### src/rtl/sum_bist_pkg.sv
// sum_bist shared types and constants.
// Expected result of vector i is 2i+1; callers truncate to WIDTH.
package sum_bist_pkg;

    localparam int SUM_BIST_WIDTH   = 8;
    localparam int SUM_BIST_LATENCY = 2;

    typedef enum logic [1:0] {
        IDLE,
        DRIVE,
        DRAIN,
        DONE
    } sum_bist_state_t;

    function automatic logic [31:0] sum_bist_exp(input logic [31:0] i);
        return (i << 1) + 32'd1;
    endfunction

endpackage

### src/rtl/sum_bist_if.sv
// Operand/result bundle between sum_bist and the adder under test.
// master = stimulus side, slave = adder side.
interface sum_bist_if #(
    parameter int WIDTH = 8
);
    logic [WIDTH-1:0] a;
    logic [WIDTH-1:0] b;
    logic [WIDTH-1:0] c;

    modport master (output a, output b, input c);
    modport slave  (input a, input b, output c);
endinterface

### src/rtl/sum_bist_delay.sv
// LATENCY-stage {valid, exp} shift register for the compare pipeline.
// clr drops in-flight entries while stage 0 still takes the new launch.
module sum_bist_delay #(
    parameter int WIDTH   = 8,
    parameter int LATENCY = 2
) (
    input  logic             clk,
    input  logic             aresetn,
    input  logic             clr,
    input  logic             in_v,
    input  logic [WIDTH-1:0] in_exp,
    output logic             out_v,
    output logic [WIDTH-1:0] out_exp
);

    logic [LATENCY-1:0]            vld;
    logic [LATENCY-1:0][WIDTH-1:0] ex;

    always_ff @(posedge clk or negedge aresetn) begin
        if (!aresetn) begin
            vld <= '0;
            ex  <= '0;
        end else begin
            vld[0] <= in_v;
            ex[0]  <= in_exp;
            for (int i = 1; i < LATENCY; i++) begin
                vld[i] <= clr ? 1'b0 : vld[i-1];
                ex[i]  <= clr ? '0 : ex[i-1];
            end
        end
    end

    assign out_v   = vld[LATENCY-1];
    assign out_exp = ex[LATENCY-1];

endmodule

### src/rtl/sum_bist.sv
// Stimulus/response BIST for the registered sum adder.
// SUM_BIST_FIRST_ERR_EN adds first-mismatch capture outputs.
module sum_bist
    import sum_bist_pkg::*;
#(
    parameter int WIDTH       = SUM_BIST_WIDTH,
    parameter int LATENCY     = SUM_BIST_LATENCY,
    parameter int NUM_VECTORS = 6,
    parameter int ERR_W       = 8
) (
    input  logic             clk,
    input  logic             aresetn,
    input  logic             start,
    sum_bist_if.master       bus,
    output logic             busy,
    output logic             done,
    output logic             pass,
    output logic [ERR_W-1:0] err_count
`ifdef SUM_BIST_FIRST_ERR_EN
    ,
    output logic [WIDTH-1:0] first_err_idx,
    output logic [WIDTH-1:0] first_err_exp,
    output logic [WIDTH-1:0] first_err_got
`endif
);

    localparam int CW = (NUM_VECTORS > 1) ? $clog2(NUM_VECTORS) : 1;
    localparam int DW = (LATENCY > 1) ? $clog2(LATENCY) : 1;

    sum_bist_state_t  state;
    logic [CW-1:0]    cnt;
    logic [CW-1:0]    vec;
    logic [DW-1:0]    dcnt;
    logic             go;
    logic             launch;
    logic             last;
    logic             due;
    logic             miss;
    logic [ERR_W-1:0] err_nxt;
    logic [WIDTH-1:0] vec_exp;
    logic             dly_v;
    logic [WIDTH-1:0] dly_exp;

    always_comb begin
        go      = start && (state == IDLE || state == DONE);
        launch  = go || (state == DRIVE);
        vec     = go ? '0 : cnt;
        last    = (vec == CW'(NUM_VECTORS - 1));
        vec_exp = WIDTH'(sum_bist_exp(32'(vec)));
        due     = dly_v && !go;
        // case-inequality: any X/Z on a due result is a miss
        miss    = due && (bus.c !== dly_exp);
        err_nxt = err_count;
        if (go)
            err_nxt = '0;
        else if (miss && err_count != '1)
            err_nxt = err_count + ERR_W'(1);
    end

    sum_bist_delay #(
        .WIDTH   (WIDTH),
        .LATENCY (LATENCY)
    ) u_dly (
        .clk     (clk),
        .aresetn (aresetn),
        .clr     (go),
        .in_v    (launch),
        .in_exp  (vec_exp),
        .out_v   (dly_v),
        .out_exp (dly_exp)
    );

    always_ff @(posedge clk or negedge aresetn) begin
        if (!aresetn) begin
            state     <= IDLE;
            cnt       <= '0;
            dcnt      <= '0;
            bus.a     <= '0;
            bus.b     <= '0;
            busy      <= 1'b0;
            done      <= 1'b0;
            pass      <= 1'b0;
            err_count <= '0;
        end else begin
            err_count <= err_nxt;
            if (launch) begin
                bus.a <= WIDTH'(vec);
                bus.b <= WIDTH'(32'(vec) + 1);
                cnt   <= CW'(32'(vec) + 1);
            end
            unique case (state)
                IDLE, DONE: begin
                    if (go) begin
                        state <= last ? DRAIN : DRIVE;
                        busy  <= 1'b1;
                        done  <= 1'b0;
                        pass  <= 1'b0;
                        dcnt  <= '0;
                    end
                end
                DRIVE: begin
                    if (last) begin
                        state <= DRAIN;
                        dcnt  <= '0;
                    end
                end
                DRAIN: begin
                    // the last compare lands LATENCY edges after the last launch
                    if (dcnt == DW'(LATENCY - 1)) begin
                        state <= DONE;
                        busy  <= 1'b0;
                        done  <= 1'b1;
                        pass  <= (err_nxt == '0);
                    end else begin
                        dcnt <= dcnt + DW'(1);
                    end
                end
                default: state <= IDLE;
            endcase
        end
    end

`ifdef SUM_BIST_FIRST_ERR_EN
    logic [WIDTH-1:0] cmp_idx;

    always_ff @(posedge clk or negedge aresetn) begin
        if (!aresetn) begin
            cmp_idx       <= '0;
            first_err_idx <= '0;
            first_err_exp <= '0;
            first_err_got <= '0;
        end else if (go) begin
            cmp_idx       <= '0;
            first_err_idx <= '0;
            first_err_exp <= '0;
            first_err_got <= '0;
        end else if (due) begin
            cmp_idx <= cmp_idx + WIDTH'(1);
            if (miss && err_count == '0) begin
                first_err_idx <= cmp_idx;
                first_err_exp <= dly_exp;
                first_err_got <= bus.c;
            end
        end
    end
`endif

endmodule
### src/flat_wrapper.sv
// flat-port wrapper written by rule: the top's interface ports become plain ports
module sum_bist_flat import sum_bist_pkg::*;
#(
    parameter int WIDTH       = SUM_BIST_WIDTH,
    parameter int LATENCY     = SUM_BIST_LATENCY,
    parameter int NUM_VECTORS = 6,
    parameter int ERR_W       = 8
)
  (clk, aresetn, start, busy, done, pass, err_count, bus_a, bus_b, bus_c);
  sum_bist_if #(.WIDTH(WIDTH)) bus_i ();
  input  logic clk;
  input  logic aresetn;
  input  logic start;
  output logic busy;
  output logic done;
  output logic pass;
  output logic [ERR_W-1:0] err_count;
  output wire logic [$bits(bus_i.a)-1:0] bus_a;
  output wire logic [$bits(bus_i.b)-1:0] bus_b;
  input wire logic [$bits(bus_i.c)-1:0] bus_c;
  assign bus_a = bus_i.a;
  assign bus_b = bus_i.b;
  assign bus_i.c = bus_c;
  sum_bist #(.WIDTH(WIDTH), .LATENCY(LATENCY), .NUM_VECTORS(NUM_VECTORS), .ERR_W(ERR_W)) u_core (.clk(clk), .aresetn(aresetn), .start(start), .bus(bus_i), .busy(busy), .done(done), .pass(pass), .err_count(err_count));
endmodule
### config.mk
export PLATFORM = sky130hd
export DESIGN_NAME = sum_bist_flat
export DESIGN_NICKNAME = d
export VERILOG_FILES = /design/src/rtl/sum_bist_pkg.sv /design/src/rtl/sum_bist_if.sv /design/src/rtl/sum_bist_delay.sv /design/src/rtl/sum_bist.sv /design/src/flat_wrapper.sv
export SDC_FILE = /design/constraint.sdc
export NUM_CORES = 1
export LEC_CHECK = 0
export BUFFER_PORTS_ARGS = -buffer_cell sky130_fd_sc_hd__buf_4
export CORE_UTILIZATION = 30
export DETAILED_ROUTE_END_ITERATION = 8
export GPL_ROUTABILITY_DRIVEN = 0
export GPL_TIMING_DRIVEN = 0
export HOLD_SLACK_MARGIN = 0.12
export PLACE_DENSITY = 0.53
export SYNTH_ARGS = -nofsm -noshare
export SYNTH_HDL_FRONTEND = slang
export SYNTH_HIERARCHICAL = 1
export SYNTH_SLANG_ARGS = --single-unit
### constraint.sdc
create_clock -name clk -period 2.2 [get_ports clk]
set_input_delay 0 -clock clk [delete_from_list [all_inputs] [get_ports clk]]
set_output_delay 0 -clock clk [all_outputs]
set_load 0.01 [all_outputs]
==> results of run 1 <==
[worst paths after layout]
path,startpoint,endpoint,cells after the start
hold / removal,aresetn,u_core/bus.a[2],2
hold reg to reg,u_core/u_dly/ex[7],u_core/u_dly/out_exp[7],1
min in group clk,bus_c[1],u_core/err_count[4],5
setup reg to reg,u_core/err_count[0],u_core/pass,7
setup / recovery,u_core/err_count[0],u_core/pass,7
max in group asynchronous,aresetn,u_core/err_count[0],2
[cell families after synthesis]
group	count (synthesis)	share of synthesized area (%)
mux	7	3.786
simple gates	60	17.17
other cells	2	0.3918
buf+inv	28	9.269
xor+xnor	13	5.940
compound gates	25	9.269
flops	39	50.91
fa+ha+maj	5	3.264
[state kept, by name, summed over array words and instances, names as in the netlist, 2 cells and up]
register	cells
u_core/err_count	8
u_core/u_dly/ex	8
u_core/u_dly/out_exp	8
u_core/bus.a	3
u_core/bus.b	2
u_core/cnt	2
u_core/state	2
u_core/u_dly/vld	2
[cell type report]
class,instances,area [um^2],share of cell area [%]
Timing Repair Buffer,32,245.2,10.08
Sequential cell,39,975.9,40.10
Buffer,21,162.7,6.684
Clock inverter,2,12.51,0.5141
Clock buffer,6,72.57,2.982
Tap cell,75,93.84,3.856
Inverter,7,26.28,1.080
Multi-Input combinational cell,124,844.6,34.70
[layout by cell type, fill, tap and decap left out, types with 3 or more instances in the layout]
master	instances
clkbuf_8	5
o21ai_0	3
mux2i_1	5
a21oi_1	9
xor2_1	9
nand3_1	4
nor2_1	11
buf_4	47
and3_1	4
dfrtp_1	39
xnor2_1	4
conb_1	14
ha_1	4
nand2_1	15
inv_1	7
nor2b_1	11
[worst max-delay path: stages, from the launching register on]
cell,delay (ps)
dfrtp_1,450
ha_1,240
and3_1,230
nand3_1,170
and2_1,200
a21oi_1,90
a311o_1,280
o41ai_2,330
[what timing repair did]
item                                    CTS  global route
resized for setup                         6             5
endpoints found under the setup margin    5             3
hold endpoints to repair                 40             0
buffers inserted                          2             0
hold buffers                              2             0
pin swaps                                 2             2
gates cloned                              0             0
[where the power goes]
part           switching (mW)  leakage (nW)  internal (mW)
Combinational           0.633         0.661          0.622
Clock                   0.250        0.0412          0.222
Sequential              0.142         0.489          0.938
[per-layer routing]
metal	track usage, %	up-vias
li1	-	676
met5	0	-
met1	15.92	649
met4	3.684	0
met2	20.74	28
met3	3.444	2
==> results.cfg, run 1 <==
[placement]
placed_area_um2 = 2266
place_hpwl_mm = 2.461
dpl_worst_slack_ps = -304.4
placedCellCount = 294
portBuffers = 28

[sta]
fmax_ghz = 0.4801
min_period_over_period_pct = 94.68
period_needed_ps = 2083
tns_ps = 0
worst_pin_slew_ps = 509.2
worst_slack_ps = 116.9
fin_worst_skew_ps = 3.707
hold_violations = 0
slew_violations = 0
max-slew-margin-rel_pct = 66.05
rsz0062_at_grt = no
setup_viol = 0
whs_ps = 221.2

[synthesis]
syn-mean-instance-area_um2 = 10.71
synthTopCellsByCount = 39 x dfrtp_1, 17 x buf_4, 16 x nand2_1
synth_area_um2 = 1917
synth_seq_cells = 39
synth_edf_count = 0
yosysTopAreaCell = dfrtp_1
synthFlopType = dfrtp_1
synth_cells = 179
async_flop_share_pct = 100.0
synth.yosys.seq_area_share_pct = 50.91
synth.top_cell.area_share_pct = 50.91
ys_types = 39
yosys-top-cells-area = dfrtp_1 51%, buf_4 6.7%, xor2_1 4.1%
synth.most_common_cell = dfrtp_1
yosysWarnings = 6

[die]
die_w_um = 81.94
die-area_um2 = 6713
ios = 38
die_h_um = 81.94
start_util_pct = 31.81
core_area_um2 = 6026
rows = 28

[routing]
wl_met2_mm = 1.764
vias = 1355
drt_wl_total_mm = 3.694
drt_iter0_markers = 50
wl_met3_um = 188
antenna_left = 0
post_drt_via_cell_ratio = 4.428
highest_layer = met4
wl_per_cell_um = 12.07
dr.pass1.iters = 4
wirelength_met1_mm = 1.722
remaining_drc_errors = 0

[cells_and_area]
fillers = 646
final_cell_area_um2 = 2434
n_antenna_cell = 0
drive_above_1_share_pct = 29.87
area_growth_pct = 26.96
fin_cells = 306
nets = 246
utilization_pct = 40.39

[global_route]
grt.overflow.total = 0
grtUsageTotal_pct = 12.56
grt_max_degree = 40
grt_pass1_wl_mm = 6.272
antenna_found_initial = 0
grt_pass1_vias = 1306

[pwr]
p_leak_nw = 1.191
p_per_area_nw_per_um2 = 1153
ir_drop_v = 0.0005399
p_total_mw = 2.807

[worst_setup_path]
cp_max_fo = 6
arrival_ps = 2270
crit_path_end_kind = flip-flop
worstSetupPathType = flip-flop to flip-flop
cp.required_ps = 2380
rrSetupSlack_ps = 120
start_kind = flip-flop

[clock_tree]
cts-buffers-inserted = 5
cts_buffer_depth = 2
htreeDepth = 2
clock-root-buffer = clkbuf_8
cts.sinks = 39
cts_tree = yes
insertion_delay_ps = 280
path_clk_slew_ps = 80

[hold_path]
hold_path.class = input port to async pin

[outcome]
status = completed

[flow_run]
cap_violations = 0
Power figures use the tool's default switching activity.
==> run 2, diff against run 1 <==
--- a/config.mk
+++ b/config.mk
@@ -5,13 +5,13 @@
 export SDC_FILE = /design/constraint.sdc
 export NUM_CORES = 1
 export LEC_CHECK = 0
-export BUFFER_PORTS_ARGS = -buffer_cell sky130_fd_sc_hd__buf_4
 export CORE_UTILIZATION = 30
 export DETAILED_ROUTE_END_ITERATION = 8
+export DONT_BUFFER_PORTS = 1
 export GPL_ROUTABILITY_DRIVEN = 0
 export GPL_TIMING_DRIVEN = 0
-export HOLD_SLACK_MARGIN = 0.12
-export PLACE_DENSITY = 0.53
+export HOLD_SLACK_MARGIN = 0.03
+export PLACE_DENSITY = 0.48
 export SYNTH_ARGS = -nofsm -noshare
 export SYNTH_HDL_FRONTEND = slang
 export SYNTH_HIERARCHICAL = 1
==> run 2 against run 1 <==
Worst setup slack gained 15 ps. Wire length is 0.43% lower. Die area did not move. Largest cell class unchanged. Final area fell by 7.6%. Utilization fell by 3.1 points. Non-clock buffer count decreased by 26.
==> results.cfg, run 2 (synthesized netlist as in run 1, its figures left out) <==
[worst_setup_path]
critPathTopFamily = adder cells
arrival_ps = 2240
cp_max_fo = 10
cp_num_buf_inv = 2
cpPeakStageDelay_ps = 400
crit_chain = inv_1 > ha_2 > nand2_2 > clkbuf_8 > and2_4 > ha_2 > a21oi_2 > o2bb2ai_2 > mux2_2
worstSetupPathType = flip-flop to flip-flop
start_kind = flip-flop
crit_path_end_kind = flip-flop
crit_top_cell = ha_2
critPathSlowestCell = dfrtp_1
cp.required_ps = 2380

[routing]
drt_iter0_markers = 36
antenna_left = 0
drt_wl_total_mm = 3.678
dr.pass1.iters = 4
post_drt_via_cell_ratio = 4.546
remaining_drc_errors = 0
wl_per_cell_um = 13.14
vias = 1273

[cells_and_area]
layout_commonest_cell = dfrtp_1
nets = 220
n_antenna_cell = 0
drive_above_1_share_pct = 22.93
final_cell_mix = 37 x dfrtp_1, 19 x buf_4, 15 x nand2_1, 14 x conb_1
area_growth_pct = 17.30
fin_cells = 280

[flow_run]
cap_violations = 0

[global_route]
antenna_found_initial = 0
grtUsageTotal_pct = 11.78
grt.overflow.total = 0
grt_max_degree = 40
grt_pass1_wl_mm = 5.871
grt_pass1_vias = 1234

[sta]
setup_viol = 0
fin_worst_skew_ps = 7.671
hold_violations = 0
rsz0062_at_grt = no
period_needed_ps = 2068
slew_violations = 0
tns_ps = 0
fmax_ghz = 0.4835
min_period_over_period_pct = 94.02

[hold_path]
hold_path.class = input port to async pin

[outcome]
status = completed

[clock_tree]
cts_buffer_depth = 2
clock-root-buffer = clkbuf_8
insertion_delay_ps = 280
htreeDepth = 2
cts.sinks = 39
cts-buffers-inserted = 5
cts_tree = yes
path_clk_slew_ps = 80

[die]
start_util_pct = 31.81
core_area_um2 = 6026
ios = 38
die_h_um = 81.94
rows = 28
die-area_um2 = 6713
die_w_um = 81.94

[placement]
placedCellCount = 266
portBuffers = 0
place_hpwl_mm = 2.459

[pwr]
p_per_area_nw_per_um2 = 1166
p_leak_nw = 1.057
ir_drop_v = 0.0005115
run 2: area by class of cell:
type	count	area [um^2]
Buffer	21	161.4
Fill cell	629	3777
Inverter	7	26.28
Clock inverter	1	5.005
Sequential cell	39	978.4
Multi-Input combinational cell	124	842.1
Timing Repair Buffer	6	65.06
Clock buffer	7	76.32
Tap cell	75	93.84
run 2: worst paths after layout:
path | start | end | slack, ps | depth (start not counted)
max in group asynchronous | aresetn | u_core/err_count[1] | 1830 | 2
worst min-delay path | aresetn | u_core/bus.b[3] | 170 | 2
worst max-delay path | u_core/state[0] | u_core/dcnt | 130 | 9
min in group clk | bus_c[2] | u_core/err_count[4] | 270 | 5
worst max register to register | u_core/state[0] | u_core/dcnt | 130 | 9
worst min register to register | u_core/u_dly/ex[7] | u_core/u_dly/out_exp[7] | 450 | 1
run 2: per-stage QoR:
stage	instance area, um^2	worst slack (ps)	hold slack (ps)	utilization [%]	power, mW
detailed placement	2056	-312.5	-294.1	34.12	2.074
CTS	2205	4.559	40.50	36.59	2.621
finish	2248	131.7	171.9	37.31	2.622
global route	2248	19.52	180.1	37.31	2.847
global placement	2056	-302.3	-294.2	34.12	2.062
floorplan	1962	50.73	-295.6	-	1.873
run 2: worst reg2reg max path, cell delays in order, from the launching register on:
cell and delay [ps]:
dfrtp_1 400, inv_1 70, ha_2 300, nand2_2 90, clkbuf_8 170, and2_4 160, ha_2 170, a21oi_2 70
o2bb2ai_2 180, mux2_2 350
run 2: timing repair:
item,4_1_cts,5_1_grt
cloned,0,0
endpoints found under the setup margin,5,5
hold buffers,3,1
gates resized for setup,5,10
buffers inserted,1,1
pin swaps,1,4
hold endpoints to repair,42,2
run 2: power by group:
group | switching, mW | leakage [nW] | total (mW) | internal, mW
Combinational | 0.530 | 0.528 | 1.01 | 0.484
Clock | 0.245 | 0.0422 | 0.468 | 0.223
Sequential | 0.199 | 0.486 | 1.14 | 0.942
Total | 0.974 | 1.06 | 2.62 | 1.65
run 2: per-layer routing:
| metal | vias up | wire length [um] | global-route usage [%] |
|---|---|---|---|
| met5 | - | 0 | 0 |
| met4 | 0 | 19 | 4.211 |
| met3 | 2 | 251 | 4.111 |
| met2 | 36 | 1700 | 19.26 |
| met1 | 608 | 1707 | 14.24 |
| li1 | 627 | - | - |
